==> config.mk <==
export PLATFORM = sky130hd
export DESIGN_NAME = clock_time_counter
export DESIGN_NICKNAME = d
export VERILOG_FILES = /design/src/rtl/clock_time_counter.sv
export SDC_FILE = /design/constraint.sdc
export NUM_CORES = 1
export LEC_CHECK = 0
export BUFFER_PORTS_ARGS = -buffer_cell sky130_fd_sc_hd__buf_2
export CORE_UTILIZATION = 25
export CTS_BUF_LIST = sky130_fd_sc_hd__clkbuf_4
export CTS_CLUSTER_SIZE = 30
export DETAILED_ROUTE_END_ITERATION = 8
export GPL_TIMING_DRIVEN = 0
export PLACE_DENSITY = 0.37
export SYNTH_ARGS = -nofsm -noshare
export SYNTH_HDL_FRONTEND = slang
export SYNTH_SLANG_ARGS = --single-unit
==> constraint.sdc <==
create_clock -name clk -period 3.6 [get_ports clk]
set_input_delay 0.36 -clock clk [delete_from_list [all_inputs] [get_ports clk]]
set_output_delay 0.36 -clock clk [all_outputs]
set_load 0.05 [all_outputs]
==> src/rtl/clock_time_counter.sv <==
// Wall clock: seconds prescaler, BCD hh:mm time of day,
// manual minute/hour set pulses and a blinking alarm.
module clock_time_counter #(
  parameter int CLK_DIV    = 50000000,
  parameter int ALARM_HOUR = 7,
  parameter int ALARM_MIN  = 0,
  parameter int ALARM_LEN  = 10
) (
  input  logic       clk,
  input  logic       rst,
  input  logic       inc_min,
  input  logic       inc_hour,
  output logic [3:0] min_units,
  output logic [3:0] min_tens,
  output logic [3:0] hour_units,
  output logic [3:0] hour_tens,
  output logic       sec_tick,
  output logic [6:0] alarm_signal
);

  localparam int PW = $clog2(CLK_DIV);
  localparam logic [PW-1:0] P_MAX = PW'(CLK_DIV - 1);
  localparam logic [7:0] A_HR =
    {4'(ALARM_HOUR / 10), 4'(ALARM_HOUR % 10)};
  localparam logic [7:0] A_MIN =
    {4'(ALARM_MIN / 10), 4'(ALARM_MIN % 10)};

  typedef enum logic {IDLE, RING} state_t;

  // {carry, tens, units}
  function automatic logic [8:0] min_step(input logic [7:0] m);
    logic [8:0] r;
    r = {1'b0, m};
    if (m[3:0] == 4'd9) begin
      r[3:0] = 4'd0;
      if (m[7:4] == 4'd5) begin
        r[7:4] = 4'd0;
        r[8]   = 1'b1;
      end else begin
        r[7:4] = m[7:4] + 4'd1;
      end
    end else begin
      r[3:0] = m[3:0] + 4'd1;
    end
    return r;
  endfunction

  function automatic logic [7:0] hr_step(input logic [7:0] h);
    logic [7:0] r;
    r = h;
    if (h == 8'h23) begin
      r = 8'h00;
    end else if (h[3:0] == 4'd9) begin
      r[3:0] = 4'd0;
      r[7:4] = h[7:4] + 4'd1;
    end else begin
      r[3:0] = h[3:0] + 4'd1;
    end
    return r;
  endfunction

  logic [PW-1:0] presc, presc_n;
  logic [5:0]    sec, sec_n;
  logic [7:0]    min_q, min_n;
  logic [7:0]    hr_q, hr_n;
  logic [8:0]    min_inc;
  logic [7:0]    hr_inc;
  logic          tick, inc_any, hit;
  state_t        state, state_n;
  logic [7:0]    remain, remain_n;
  logic          blink, blink_n;
  logic [6:0]    alarm_n;

  always_comb begin
    tick    = (presc == P_MAX);
    inc_any = inc_min | inc_hour;
    presc_n = tick ? '0 : presc + PW'(1);
    min_inc = min_step(min_q);
    hr_inc  = hr_step(hr_q);
    sec_n   = sec;
    min_n   = min_q;
    hr_n    = hr_q;
    // manual set wins over the tick; minute set never carries
    if (inc_any) begin
      if (inc_min) begin
        sec_n = 6'd0;
        min_n = min_inc[7:0];
      end
      if (inc_hour) hr_n = hr_inc;
    end else if (tick) begin
      if (sec == 6'd59) begin
        sec_n = 6'd0;
        min_n = min_inc[7:0];
        if (min_inc[8]) hr_n = hr_inc;
      end else begin
        sec_n = sec + 6'd1;
      end
    end
    hit = tick & ~inc_any & (sec_n == 6'd0)
        & (min_n == A_MIN) & (hr_n == A_HR);
  end

  always_comb begin
    state_n  = state;
    remain_n = remain;
    blink_n  = blink;
    unique case (state)
      IDLE: begin
        if (hit) begin
          state_n  = RING;
          remain_n = 8'(ALARM_LEN);
          blink_n  = 1'b0;
        end
      end
      RING: begin
        if (inc_any) begin
          state_n = IDLE;
          blink_n = 1'b0;
        end else if (tick) begin
          remain_n = remain - 8'd1;
          blink_n  = ~blink;
          if (remain == 8'd1) begin
            state_n = IDLE;
            blink_n = 1'b0;
          end
        end
      end
      default: state_n = IDLE;
    endcase
    alarm_n = (state_n == RING && !blink_n) ? 7'h7F : 7'h00;
  end

  always_ff @(posedge clk) begin
    if (rst) begin
      presc        <= '0;
      sec          <= '0;
      min_q        <= '0;
      hr_q         <= '0;
      sec_tick     <= 1'b0;
      state        <= IDLE;
      remain       <= '0;
      blink        <= 1'b0;
      alarm_signal <= '0;
    end else begin
      presc        <= presc_n;
      sec          <= sec_n;
      min_q        <= min_n;
      hr_q         <= hr_n;
      sec_tick     <= tick;
      state        <= state_n;
      remain       <= remain_n;
      blink        <= blink_n;
      alarm_signal <= alarm_n;
    end
  end

  assign min_units  = min_q[3:0];
  assign min_tens   = min_q[7:4];
  assign hour_units = hr_q[3:0];
  assign hour_tens  = hr_q[7:4];

endmodule

==> impl_results.md <==
- Global-route wire length before repair: about 16000 um
- Critical setup path kind: register to register
- Number of buffers inserted during clock tree synthesis: 9
- Final period util: 0.977
- Slew at the pin with the worst max-slew slack: around 0.73 ns
- Y dimension of the die: around 120 um
- Arrival @ worst endpoint: 3.86 ns
- Wire length per cell after detailed routing: between 15 and 20 um
- Number of buffers added on ports: 27
- Most area-hungry cell type in the Yosys netlist: sky130_fd_sc_hd__dfxtp_1
- Distinct cell type count of the synthesized netlist: 66
- Endpoint kind of the worst setup timing path: register
- Initial cell density of the core: 0.256
- Detail Placement HPWL: roughly 7500 um
- Placeable Area: between 10000 and 15000 um2
- Worst endpoint required time: roughly 4.0 ns
- Leading cell types by count after synthesis: sky130_fd_sc_hd__dfxtp_1 (60), sky130_fd_sc_hd__nor2_1 (49), sky130_fd_sc_hd__nand2_1 (34), sky130_fd_sc_hd__nand3_1 (24), sky130_fd_sc_hd__nor3_1 (19)
- Vias in the first global route: 2950
- Setup Viol. Count Final: 0
- Final Slew Violations: 0
- Initial antenna violation count: 0
- Final hold violation count: 0
- Part of the Yosys area used for sequential elements: 0.340
- ANT cells: 0
- First DRT Iteration DRCs: 246
- CTS sink count: 60
- Global Route Usage Sum: 0.148
- Cell area after technology mapping: 3540 um2
- Count of flip-flops with a built-in enable after synthesis: 0
- Launching element type of the critical path: register
- Detailed-routing iteration count for the pre-antenna-repair pass: 6
- Outcome: finished with violations
- Maximum number of pins on one net before global-route repair: 11
- Total Negative Setup Slacks: 0 ns
- Number of remaining DRC errors: 2
- Worst clock skew: between 0.01 and 0.015 ns
- Number of hold buffers added after cts: 0
- Count of placed standard cells in the final layout, fillers left out: between 600 and 700
- Failing checks: DRC
- Leakage: between 1 and 1.5 nW
- TritonCTS clock tree: yes
- FF-to-FF setup slack: 0.08 ns
- Site row count: 43
- Gate count after technology mapping: roughly 430
- Total via count after detailed routing: about 3200
- Number of levels in the clock H-tree: 3
- Number of nets with antenna violations after detailed routing: 0
- Count of yosys warnings during synthesis: 0
- Fill cell total of the finished layout: approximately 1500
- Post-Synthesis Mean Instance Area: between 8 and 9 um2
- Layout overhead on the synthesized area: 15.8%
- Via count normalized by instance count: 4.92
- Clock Pin Slew Worst Setup and Hold Paths: 0.11 ns
- Total of flip-flops plus latches after synthesis: 60
- Clock buffer depth: 2
- Async set or reset register ratio after synthesis: 0
- Relative slew slack: 0.513
- Post-layout net count: 479
- Worst IR Drop VDD: around 0.11 mV
- Proportion of layout cells with a drive suffix above 1: 0.160
- Weighted congestion at the end of routability-driven global placement: slightly below 0.8
- Clock root buffer: sky130_fd_sc_hd__clkbuf_4
- Power Density: a little over 300 nW/um2
- CP Max Fanout: 7
- Total Die Area: approximately 15000 um2
- Die X: 121 um
- Number of ports placed on the die boundary: 28
- Finished Core Util: 0.296
- Cell types occupying the most area after synthesis: sky130_fd_sc_hd__dfxtp_1 (34%), sky130_fd_sc_hd__nor2_1 (5.2%), sky130_fd_sc_hd__xnor2_1 (3.7%)
- Highest Clock Rate: about 280 MHz
- Most instantiated library cell after synthesis: sky130_fd_sc_hd__dfxtp_1
- Max-cap violation count: 0
- Skew-Pair Late Insertion Delay: between 0.4 and 0.5 ns
- Worst hold-check path type: input port to register
- Post-Place Cells: approximately 640
- Minimum clock period after layout: between 3 and 4 ns
- Sum of routed wire length over all layers: a little over 10000 um
- GRT Residual Overflow: 0
- Area fraction of the dominant cell type after synthesis: 0.340
- Net count after synthesis: 440
- Top FF cell, synth: sky130_fd_sc_hd__dfxtp_1
## what timing repair did
action | in CTS | in global routing
setup endpoints to repair | 11 | 11
buffers inserted | 0 | 1
gates resized for setup | 4 | 8
gates cloned | 0 | 0
pin swaps | 1 | 3
endpoints found under the hold margin | 0 | 0
## critical path, cell delays in order, from the launching register on
cell	delay (ns)
sky130_fd_sc_hd__dfxtp_1	0.42
sky130_fd_sc_hd__ha_4	0.20
sky130_fd_sc_hd__nand4_4	0.11
sky130_fd_sc_hd__or4_4	0.51
sky130_fd_sc_hd__buf_6	0.16
sky130_fd_sc_hd__o41a_4	0.40
sky130_fd_sc_hd__a221o_1	0.44
sky130_fd_sc_hd__a2111oi_4	0.38
sky130_fd_sc_hd__nand4_1	0.23
sky130_fd_sc_hd__o41ai_4	0.32
sky130_fd_sc_hd__buf_4	0.19
sky130_fd_sc_hd__o21ai_1	0.06
## sequential cells by signal (all words and copies together), names as in the netlist
name and cells:
alarm_signal 1, blink 1, hr_q 8, min_q 8, presc 26, remain 8
sec 6, sec_tick 1, state 1
## layout by cell type, fill, tap and decap left out, types with 5 or more instances in the layout
cell type / n
sky130_fd_sc_hd__nand4_1: 15
sky130_fd_sc_hd__buf_4: 8
sky130_fd_sc_hd__and4_1: 5
sky130_fd_sc_hd__dfxtp_1: 59
sky130_fd_sc_hd__inv_1: 15
sky130_fd_sc_hd__nor3_1: 19
sky130_fd_sc_hd__xnor2_1: 15
sky130_fd_sc_hd__ha_1: 6
sky130_fd_sc_hd__and3_1: 6
sky130_fd_sc_hd__nor4_1: 7
sky130_fd_sc_hd__or3_1: 12
sky130_fd_sc_hd__o21ai_0: 17
sky130_fd_sc_hd__a21oi_1: 14
sky130_fd_sc_hd__nand3_1: 23
sky130_fd_sc_hd__nand2_1: 34
sky130_fd_sc_hd__clkbuf_1: 14
sky130_fd_sc_hd__xor2_1: 15
sky130_fd_sc_hd__clkbuf_4: 10
sky130_fd_sc_hd__nor2_1: 49
sky130_fd_sc_hd__buf_2: 27
sky130_fd_sc_hd__nor2b_1: 6
sky130_fd_sc_hd__mux2i_1: 8
## cell type report
cell class	instances	area, um2	area share
Tap cell	180	225	0.0550
Inverter	15	56.3	0.0137
Clock inverter	4	42.5	0.0104
Buffer	24	124	0.0302
Clock buffer	10	75.1	0.0183
Multi-Input combinational cell	329	2230	0.544
Timing Repair Buffer	28	143	0.0348
Sequential cell	60	1200	0.293
## path summary, 6_finish.rpt
| kind | start | endpoint | cells after the start |
|---|---|---|---|
| hold / removal | rst | remain[0]$_SDFFE_PP0P_ | 4 |
| hold reg to reg | remain[7]$_SDFFE_PP0P_ | remain[7]$_SDFFE_PP0P_ | 2 |
| setup reg to reg | presc[0]$_SDFF_PP0_ | remain[7]$_SDFFE_PP0P_ | 11 |
| setup / recovery | presc[0]$_SDFF_PP0_ | remain[7]$_SDFFE_PP0P_ | 11 |
## where the power goes
| part | switching (mW) | leakage [nW] | internal [mW] |
|---|---|---|---|
| registers | 0.00883 | 0.485 | 0.670 |
| clock network | 0.265 | 0.0672 | 0.206 |
| logic | 0.0699 | 0.901 | 0.0331 |
## per-stage QoR
stage                     area, um2  worst slack [ns]  hold WS, ns  power [mW]
final                          4100            0.0841        0.387        1.25
after global routing           4100         -0.000585        0.400        1.31
after CTS                      4050           0.00953        0.360        1.27
after detailed placement       3900            -0.438        0.449       0.793
after global placement         3900            -0.435        0.451       0.793
after floorplan                3540             0.413        0.426       0.762
## cell families after synthesis
family / count (synthesis) / synth area share
muxes: 10 / 0.0287
AOI/OAI and AO/OA: 71 / 0.154
adders and majority gates: 8 / 0.0283
xor gates and xnor gates: 30 / 0.0743
and+or+nand+nor: 210 / 0.324
DFF: 60 / 0.340
buffers and inverters: 39 / 0.0509
## layer usage
metal,up-vias,wire (um),GRT usage
li1,1629,-,-
met2,50,4200,0.205
met5,-,0,0
met4,0,215,0.0741
met3,13,243,0.0282
met1,1504,5500,0.215
(Power assumes the default switching activity.)
